--- src/rtl/nasti_stream_pkg.sv ---
// Shared constants and helpers for the NASTI-stream buffer family.
package nasti_stream_pkg;

  // Width of a counter that must hold 0..n inclusive.
  function automatic int unsigned clog2p1(input int unsigned n);
    return $clog2(n + 1);
  endfunction

  // Byte-lane count for a given data width.
  function automatic int unsigned strb_width(input int unsigned data_width);
    return data_width / 8;
  endfunction

endpackage

--- src/rtl/nasti_stream_channel.sv ---
// NASTI-stream (AXI-stream style) channel bundle with master/slave views.
interface nasti_stream_channel
  import nasti_stream_pkg::*;
#(
  parameter int unsigned ID_WIDTH   = 1,
  parameter int unsigned DEST_WIDTH = 1,
  parameter int unsigned USER_WIDTH = 1,
  parameter int unsigned DATA_WIDTH = 64
);

  localparam int unsigned STRB_WIDTH = strb_width(DATA_WIDTH);

  logic                  t_valid;
  logic                  t_ready;
  logic [DATA_WIDTH-1:0] t_data;
  logic [STRB_WIDTH-1:0] t_strb;
  logic [STRB_WIDTH-1:0] t_keep;
  logic                  t_last;
  logic [ID_WIDTH-1:0]   t_id;
  logic [DEST_WIDTH-1:0] t_dest;
  logic [USER_WIDTH-1:0] t_user;

  modport master (
    output t_valid, t_data, t_strb, t_keep, t_last, t_id, t_dest, t_user,
    input  t_ready
  );

  modport slave (
    input  t_valid, t_data, t_strb, t_keep, t_last, t_id, t_dest, t_user,
    output t_ready
  );

endinterface

--- src/rtl/stream_ram_fifo.sv ---
// Flop-array FIFO with explicitly wrapping pointers, level counter and
// registered almost-full flag. Depth need not be a power of two.
module stream_ram_fifo
  import nasti_stream_pkg::*;
#(
  parameter int unsigned WIDTH        = 8,
  parameter int unsigned DEPTH        = 8,
  parameter int unsigned AFULL_THRESH = DEPTH - 2
)(
  input  logic                        clk,
  input  logic                        rst,
  input  logic                        push,
  input  logic                        pop,
  input  logic [WIDTH-1:0]            wdata,
  output logic [WIDTH-1:0]            rdata,
  output logic [clog2p1(DEPTH)-1:0]   level,
  output logic                        almost_full
);

  localparam int unsigned PTR_W = $clog2(DEPTH);
  localparam int unsigned LVL_W = clog2p1(DEPTH);

  logic [WIDTH-1:0] mem [DEPTH];
  logic [PTR_W-1:0] wr_ptr;
  logic [PTR_W-1:0] rd_ptr;
  logic [LVL_W-1:0] level_next;

  // Storage write; contents need no reset.
  always_ff @(posedge clk) begin
    if (push) mem[wr_ptr] <= wdata;
  end

  // Pointers wrap at DEPTH-1 by compare so any depth works.
  always_ff @(posedge clk) begin
    if (rst) begin
      wr_ptr <= '0;
      rd_ptr <= '0;
    end else begin
      if (push) wr_ptr <= (wr_ptr == PTR_W'(DEPTH - 1)) ? '0 : wr_ptr + PTR_W'(1);
      if (pop)  rd_ptr <= (rd_ptr == PTR_W'(DEPTH - 1)) ? '0 : rd_ptr + PTR_W'(1);
    end
  end

  // Next occupancy: concurrent push and pop cancel.
  always_comb begin
    level_next = level;
    case ({push, pop})
      2'b10:   level_next = level + LVL_W'(1);
      2'b01:   level_next = level - LVL_W'(1);
      default: level_next = level;
    endcase
  end

  // Registered occupancy and almost-full derived from the same next value.
  always_ff @(posedge clk) begin
    if (rst) begin
      level       <= '0;
      almost_full <= 1'b0;
    end else begin
      level       <= level_next;
      almost_full <= (level_next >= LVL_W'(AFULL_THRESH));
    end
  end

  assign rdata = mem[rd_ptr];

endmodule

--- src/rtl/nasti_stream_pkt_buf.sv ---
// NASTI-stream elastic packet buffer: cut-through or store-and-forward with
// a forced flush for packets larger than the buffer.
// Optional statistics counters: define NASTI_STREAM_PKT_BUF_STATS_EN.
module nasti_stream_pkt_buf
  import nasti_stream_pkg::*;
#(
  parameter int unsigned ID_WIDTH     = 1,
  parameter int unsigned DEST_WIDTH   = 1,
  parameter int unsigned USER_WIDTH   = 1,
  parameter int unsigned DATA_WIDTH   = 64,
  parameter int unsigned BUF_SIZE     = 8,
  parameter int unsigned PKT_MODE     = 0,
  parameter int unsigned AFULL_THRESH = BUF_SIZE - 2
)(
  input  logic                           aclk,
  input  logic                           areset,
  nasti_stream_channel.slave             src,
  nasti_stream_channel.master            dest,
  output logic [clog2p1(BUF_SIZE)-1:0]   level,
  output logic [clog2p1(BUF_SIZE)-1:0]   pkt_count,
  output logic                           almost_full
`ifdef NASTI_STREAM_PKT_BUF_STATS_EN
  ,
  output logic [31:0]                    stat_beats,
  output logic [31:0]                    stat_pkts
`endif
);

  localparam int unsigned LVL_W   = clog2p1(BUF_SIZE);
  localparam int unsigned STRB_W  = strb_width(DATA_WIDTH);
  localparam int unsigned ENTRY_W = DATA_WIDTH + 2 * STRB_W + 1 + ID_WIDTH + DEST_WIDTH + USER_WIDTH;
  localparam bit          PKT_EN  = (PKT_MODE != 0);

  logic                  push;
  logic                  pop;
  logic                  src_ready_c;
  logic                  dest_valid_c;
  logic                  flush;
  logic [ENTRY_W-1:0]    wr_entry;
  logic [ENTRY_W-1:0]    rd_entry;
  logic [DATA_WIDTH-1:0] rd_data;
  logic [STRB_W-1:0]     rd_strb;
  logic [STRB_W-1:0]     rd_keep;
  logic                  rd_last;
  logic [ID_WIDTH-1:0]   rd_id;
  logic [DEST_WIDTH-1:0] rd_dest;
  logic [USER_WIDTH-1:0] rd_user;

  assign wr_entry = {src.t_data, src.t_strb, src.t_keep, src.t_last,
                     src.t_id, src.t_dest, src.t_user};
  assign {rd_data, rd_strb, rd_keep, rd_last, rd_id, rd_dest, rd_user} = rd_entry;

  stream_ram_fifo #(
    .WIDTH        (ENTRY_W),
    .DEPTH        (BUF_SIZE),
    .AFULL_THRESH (AFULL_THRESH)
  ) u_fifo (
    .clk         (aclk),
    .rst         (areset),
    .push        (push),
    .pop         (pop),
    .wdata       (wr_entry),
    .rdata       (rd_entry),
    .level       (level),
    .almost_full (almost_full)
  );

  // Ready depends only on stored state, never on dest.t_ready.
  assign src_ready_c  = !areset && (level != LVL_W'(BUF_SIZE));
  assign push         = src.t_valid && src_ready_c;
  // In packet mode hold output until a whole packet is in, unless flushing.
  assign dest_valid_c = !areset && (level != '0) &&
                        (!PKT_EN || (pkt_count != '0) || flush);
  assign pop          = dest_valid_c && dest.t_ready;

  assign src.t_ready  = src_ready_c;
  assign dest.t_valid = dest_valid_c;
  assign dest.t_data  = rd_data;
  assign dest.t_strb  = rd_strb;
  assign dest.t_keep  = rd_keep;
  assign dest.t_last  = rd_last;
  assign dest.t_id    = rd_id;
  assign dest.t_dest  = rd_dest;
  assign dest.t_user  = rd_user;

  // Count complete packets (t_last beats) currently stored.
  always_ff @(posedge aclk) begin
    if (areset) begin
      pkt_count <= '0;
    end else begin
      case ({push && src.t_last, pop && rd_last})
        2'b10:   pkt_count <= pkt_count + LVL_W'(1);
        2'b01:   pkt_count <= pkt_count - LVL_W'(1);
        default: pkt_count <= pkt_count;
      endcase
    end
  end

  // Full with no complete packet means it can never complete: drain it cut-through.
  always_ff @(posedge aclk) begin
    if (areset || !PKT_EN) begin
      flush <= 1'b0;
    end else if (pop && rd_last) begin
      flush <= 1'b0;
    end else if ((level == LVL_W'(BUF_SIZE)) && (pkt_count == '0)) begin
      flush <= 1'b1;
    end
  end

`ifdef NASTI_STREAM_PKT_BUF_STATS_EN
  // Free-running output beat and packet counters.
  always_ff @(posedge aclk) begin
    if (areset) begin
      stat_beats <= '0;
      stat_pkts  <= '0;
    end else begin
      if (pop)            stat_beats <= stat_beats + 32'(1);
      if (pop && rd_last) stat_pkts  <= stat_pkts + 32'(1);
    end
  end
`endif

endmodule

--- src/flat_wrapper.sv ---
// flat-port wrapper written by rule: the top's interface ports become plain ports
module nasti_stream_pkt_buf_flat import nasti_stream_pkg::*;
#(
  parameter int unsigned ID_WIDTH     = 1,
  parameter int unsigned DEST_WIDTH   = 1,
  parameter int unsigned USER_WIDTH   = 1,
  parameter int unsigned DATA_WIDTH   = 64,
  parameter int unsigned BUF_SIZE     = 8,
  parameter int unsigned PKT_MODE     = 0,
  parameter int unsigned AFULL_THRESH = BUF_SIZE - 2
)
  (aclk, areset, level, pkt_count, almost_full, src_t_valid, src_t_data, src_t_strb, src_t_keep, src_t_last, src_t_id, src_t_dest, src_t_user, src_t_ready, dest_t_valid, dest_t_data, dest_t_strb, dest_t_keep, dest_t_last, dest_t_id, dest_t_dest, dest_t_user, dest_t_ready);
  nasti_stream_channel #(.ID_WIDTH(ID_WIDTH), .DEST_WIDTH(DEST_WIDTH), .USER_WIDTH(USER_WIDTH), .DATA_WIDTH(DATA_WIDTH)) src_i ();
  nasti_stream_channel #(.ID_WIDTH(ID_WIDTH), .DEST_WIDTH(DEST_WIDTH), .USER_WIDTH(USER_WIDTH), .DATA_WIDTH(DATA_WIDTH)) dest_i ();
  input  logic aclk;
  input  logic areset;
  output logic [clog2p1(BUF_SIZE)-1:0] level;
  output logic [clog2p1(BUF_SIZE)-1:0] pkt_count;
  output logic almost_full;
  input wire logic [$bits(src_i.t_valid)-1:0] src_t_valid;
  input wire logic [$bits(src_i.t_data)-1:0] src_t_data;
  input wire logic [$bits(src_i.t_strb)-1:0] src_t_strb;
  input wire logic [$bits(src_i.t_keep)-1:0] src_t_keep;
  input wire logic [$bits(src_i.t_last)-1:0] src_t_last;
  input wire logic [$bits(src_i.t_id)-1:0] src_t_id;
  input wire logic [$bits(src_i.t_dest)-1:0] src_t_dest;
  input wire logic [$bits(src_i.t_user)-1:0] src_t_user;
  output wire logic [$bits(src_i.t_ready)-1:0] src_t_ready;
  output wire logic [$bits(dest_i.t_valid)-1:0] dest_t_valid;
  output wire logic [$bits(dest_i.t_data)-1:0] dest_t_data;
  output wire logic [$bits(dest_i.t_strb)-1:0] dest_t_strb;
  output wire logic [$bits(dest_i.t_keep)-1:0] dest_t_keep;
  output wire logic [$bits(dest_i.t_last)-1:0] dest_t_last;
  output wire logic [$bits(dest_i.t_id)-1:0] dest_t_id;
  output wire logic [$bits(dest_i.t_dest)-1:0] dest_t_dest;
  output wire logic [$bits(dest_i.t_user)-1:0] dest_t_user;
  input wire logic [$bits(dest_i.t_ready)-1:0] dest_t_ready;
  assign src_i.t_valid = src_t_valid;
  assign src_i.t_data = src_t_data;
  assign src_i.t_strb = src_t_strb;
  assign src_i.t_keep = src_t_keep;
  assign src_i.t_last = src_t_last;
  assign src_i.t_id = src_t_id;
  assign src_i.t_dest = src_t_dest;
  assign src_i.t_user = src_t_user;
  assign src_t_ready = src_i.t_ready;
  assign dest_t_valid = dest_i.t_valid;
  assign dest_t_data = dest_i.t_data;
  assign dest_t_strb = dest_i.t_strb;
  assign dest_t_keep = dest_i.t_keep;
  assign dest_t_last = dest_i.t_last;
  assign dest_t_id = dest_i.t_id;
  assign dest_t_dest = dest_i.t_dest;
  assign dest_t_user = dest_i.t_user;
  assign dest_i.t_ready = dest_t_ready;
  nasti_stream_pkt_buf #(.ID_WIDTH(ID_WIDTH), .DEST_WIDTH(DEST_WIDTH), .USER_WIDTH(USER_WIDTH), .DATA_WIDTH(DATA_WIDTH), .BUF_SIZE(BUF_SIZE), .PKT_MODE(PKT_MODE), .AFULL_THRESH(AFULL_THRESH)) u_core (.aclk(aclk), .areset(areset), .src(src_i), .dest(dest_i), .level(level), .pkt_count(pkt_count), .almost_full(almost_full));
endmodule
--- config.mk ---
export PLATFORM = sky130hd
export DESIGN_NAME = nasti_stream_pkt_buf_flat
export DESIGN_NICKNAME = d
export VERILOG_FILES = /design/src/rtl/nasti_stream_pkg.sv /design/src/rtl/nasti_stream_channel.sv /design/src/rtl/stream_ram_fifo.sv /design/src/rtl/nasti_stream_pkt_buf.sv /design/src/flat_wrapper.sv
export SDC_FILE = /design/constraint.sdc
export NUM_CORES = 1
export LEC_CHECK = 0
export ABC_CLOCK_PERIOD_IN_PS = 12000
export CORE_MARGIN = 1
export CORE_UTILIZATION = 50
export DETAILED_ROUTE_END_ITERATION = 8
export GPL_TIMING_DRIVEN = 1
export PLACE_DENSITY = 0.72
export SETUP_SLACK_MARGIN = 0.3
export SLEW_MARGIN = 0
export SYNTH_ARGS = -nofsm -noshare
export SYNTH_HDL_FRONTEND = slang
export SYNTH_SLANG_ARGS = --single-unit
--- constraint.sdc ---
create_clock -name aclk -period 12 [get_ports aclk]
set_input_delay 2.4 -clock aclk [delete_from_list [all_inputs] [get_ports aclk]]
set_output_delay 2.4 -clock aclk [all_outputs]
set_load 0.05 [all_outputs]
==> reports/summary.txt <==
Status - completed
Top delay family on crit path - buffers and inverters
TNS Setup - 0 ns
Largest net degree at the start of global routing - 63
Final WL - 49800 um
R2R Setup Slk - 7.90 ns
Peak VDD IR - 0.000115 V
Max FO, Critical Path - 20
PortBufs - 182
Residual DRC - 0
RSZ-0062 raised after global routing - no
Post-DRT Antenna Nets - 0
Top FF cell, synth - edfxtp_1
Post-Syn Instances - 1087
Adder-cell share of the synthesized area - 0.553%
Largest family of logic cells by synthesized area - multiplexers
Period utilization - 55.5%
Fmax - 0.150 GHz
Total power - 5.40 mW
Post-synthesis compound-gate area fraction - 0.415%
GPL Wtd Cong - 0.712
Commonest cells after routing, fill and taps aside - edfxtp_1, clkdlybuf4s50_1, mux4_2
Wirelength per Cell - 24.4 um
Worst path most repeated cell - clkdlybuf4s50_1
Hold WS - 0.521 ns
Rows - 83
Die ar. - 53400 sq um
Hold WC Path Type - reg2reg
XOR/XNOR Fraction of Synth Area - 0.167%
Psw - 1.23 mW
Post-synth cell types - 37
# setup viols final - 0
Core area - 51600 sq um
Hpwl dp - 26600 um
Die Width - 231 um
Die Y-Extent - 231 um
GRT Total Usage - 19.2%
Drt pass-1 iters - 5
Switch share - 22.8%
Num CTS Buffers - 69
First-pass GRT wire length - 75100 um
Post-synthesis net count - 1186
Nets - 1410
Mux share of post-synthesis cell area - 18.2%
CP required - 9.60 ns
Post-synth EDFFs - 672
FFs w/ async S/R, synth - 0%
Sequential-to-total area share from yosys stat - 78.3%
Antenna violations before repair - 4
Worst Clk Skew - 0.0163 ns
Clock power share - 37.6%
Gr ovfl total - 0
Avg Cell Area, Syn - 24.1 sq um
Critical path class - in2out
Crit path launch type - input pin
Slowest CP cell - clkdlybuf4s50_1
DP Area - 28800 sq um
P&R area growth vs syn - 17.9%
Post-synthesis simple-gate area fraction - 1.04%
Initial DRC Count - 796
Worst-Margin Slew - 1.03 ns
Top Ports - 183
Clock net sink count - 690
CTS tree - yes
Post-Syn Area - 26200 sq um
Share of layout cells above drive strength 1 - 28.1%
Sequential share of power - 50.2%
Slew HR - 31.0%
Comb pwr share - 12.2%
Critical path endpoint category - output port
Maxcap violations - 0
Design Area, Final - 30900 sq um
Synth Register Bits - 690
H-tree depth - 3
Worst skew pair latency - 0.59 ns
Starting Density - 50.8%
Clk buf depth - 3
Yosys Warn Count - 0
Hold Buf Count CTS - 0
P_leak - 9.55 nW
Worst Path Buf+Inv - 2
Vias post-DR - 11.6k
Max-slew violation count - 0
Vias in the first global route - 12.3k
Minimum clock period - 6.66 ns
Reg clk slew, reported paths - 0.06 ns
Slowest stage delay, CP - 0.84 ns
CP Cell Sequence - clkdlybuf4s50_1 -> a21oi_1 -> clkdlybuf4s50_1
Root buf cell - clkbuf_16
Setup Buffers After CTS - 0
PD cells - 175 nW/um^2
CTS resizes - 0
Internal power - 4.17 mW
Final hold violation count - 0
Most common cell after layout, fill and taps aside - edfxtp_1
Antenna Cells - 0
DR vias/cell - 5.67
Worst EP arrival - 4.26 ns
==> cell usage after synthesis, types with 2 or more instances <==
master | number | area share (%)
edfxtp_1 | 672 | 77
mux4_2 | 168 | 14
mux2_2 | 85 | 3.6
dfxtp_1 | 18 | 1.4
buf_6 | 16 | 0.69
clkbuf_1 | 16 | 0.23
nor2_1 | 14 | 0.20
buf_2 | 12 | 0.23
ha_1 | 10 | 0.48
nand2_1 | 9 | 0.13
a21oi_1 | 8 | 0.15
buf_1 | 8 | 0.11
inv_1 | 5 | 0.072
nand2b_1 | 5 | 0.12
nor3_1 | 4 | 0.076
xor2_1 | 4 | 0.13
mux2i_1 | 3 | 0.11
nand3b_1 | 3 | 0.086
o21ai_0 | 3 | 0.057
a21o_1 | 2 | 0.057
nor2b_1 | 2 | 0.048
nor3b_1 | 2 | 0.057
nor4_1 | 2 | 0.048
nor4b_1 | 2 | 0.067
or2_2 | 2 | 0.048
==> kinds of logic (layout without fill, tap and decap cells) <==
| family | Yosys count | count (layout) |
|---|---|---|
| AOI/OAI and AO/OA | 17 | 17 |
| DFF | 690 | 690 |
| muxes | 256 | 256 |
| xor gates and xnor gates | 5 | 5 |
| buffers and inverters | 58 | 330 |
| adders and majority gates | 11 | 11 |
| and+or+nand+nor | 50 | 50 |
==> flip-flops by register name, indices dropped and copies added, names as in the netlist, named ones only <==
name,cells
u_core.u_fifo.mem,672
u_core.pkt_count,4
u_core.u_fifo.level,4
u_core.u_fifo.rd_ptr,3
u_core.u_fifo.wr_ptr,3
u_core.u_fifo.almost_full,1
==> worst min-delay path, cell delays in order, from the launching register on <==
cell and delay, ns:
dfxtp_1 0.31, nand2b_1 0.07, a21oi_1 0.09
==> layout make-up <==
class	instances	area [sq um]
clock buffers	92	1900
clock inverters	27	234
fillers	3520	20700
inverters	6	22.5
multi-input cells	339	5390
flip-flops and latches	690	20600
well taps	680	851
repair buffers	205	1990
==> power by group through the flow <==
stage                     clock network (mW)  logic, mW  registers, mW
after floorplan                            0      0.493           2.75
after global placement                     0      0.663           2.76
after detailed placement                   0      0.670           2.76
after CTS                               2.08      0.673           2.71
after global routing                    2.16      0.698           2.72
final                                   2.03      0.661           2.71
==> routing by layer <==
layer	vias to the layer above	global-route usage [%]	part of all wire, %
met2	273	30.8	50
met3	79	4.10	5.3
met4	8	5.90	1.8
met1	6139	26.5	43
met5	-	0	0.090
li1	5059	-	-
==> metrics by stage <==
stage / setup slack, ns / instances / utilization [%]
floorplan: -0.292 / 1087 / -
detailed placement: 5.35 / 1920 / 55.8
global route: 5.04 / 2039 / 59.9
finish: 5.34 / 2039 / 59.9
CTS: 5.17 / 2039 / 59.9
global placement: 5.36 / 1920 / 55.8
==> path summary, 6_finish.rpt <==
| check | from | to | cells after the start |
|---|---|---|---|
| worst max register to register | register | u_core.pkt_count[3]$_SDFFE_PP0P_ | 10 |
| worst max-delay path | areset | src_t_ready | 3 |
| worst min-delay path | u_core.u_fifo.rd_ptr[1]$_SDFFE_PP0N_ | register | 2 |
| worst min register to register | u_core.u_fifo.rd_ptr[1]$_SDFFE_PP0N_ | register | 2 |
Note: power is estimated with default switching activity, not from simulation.
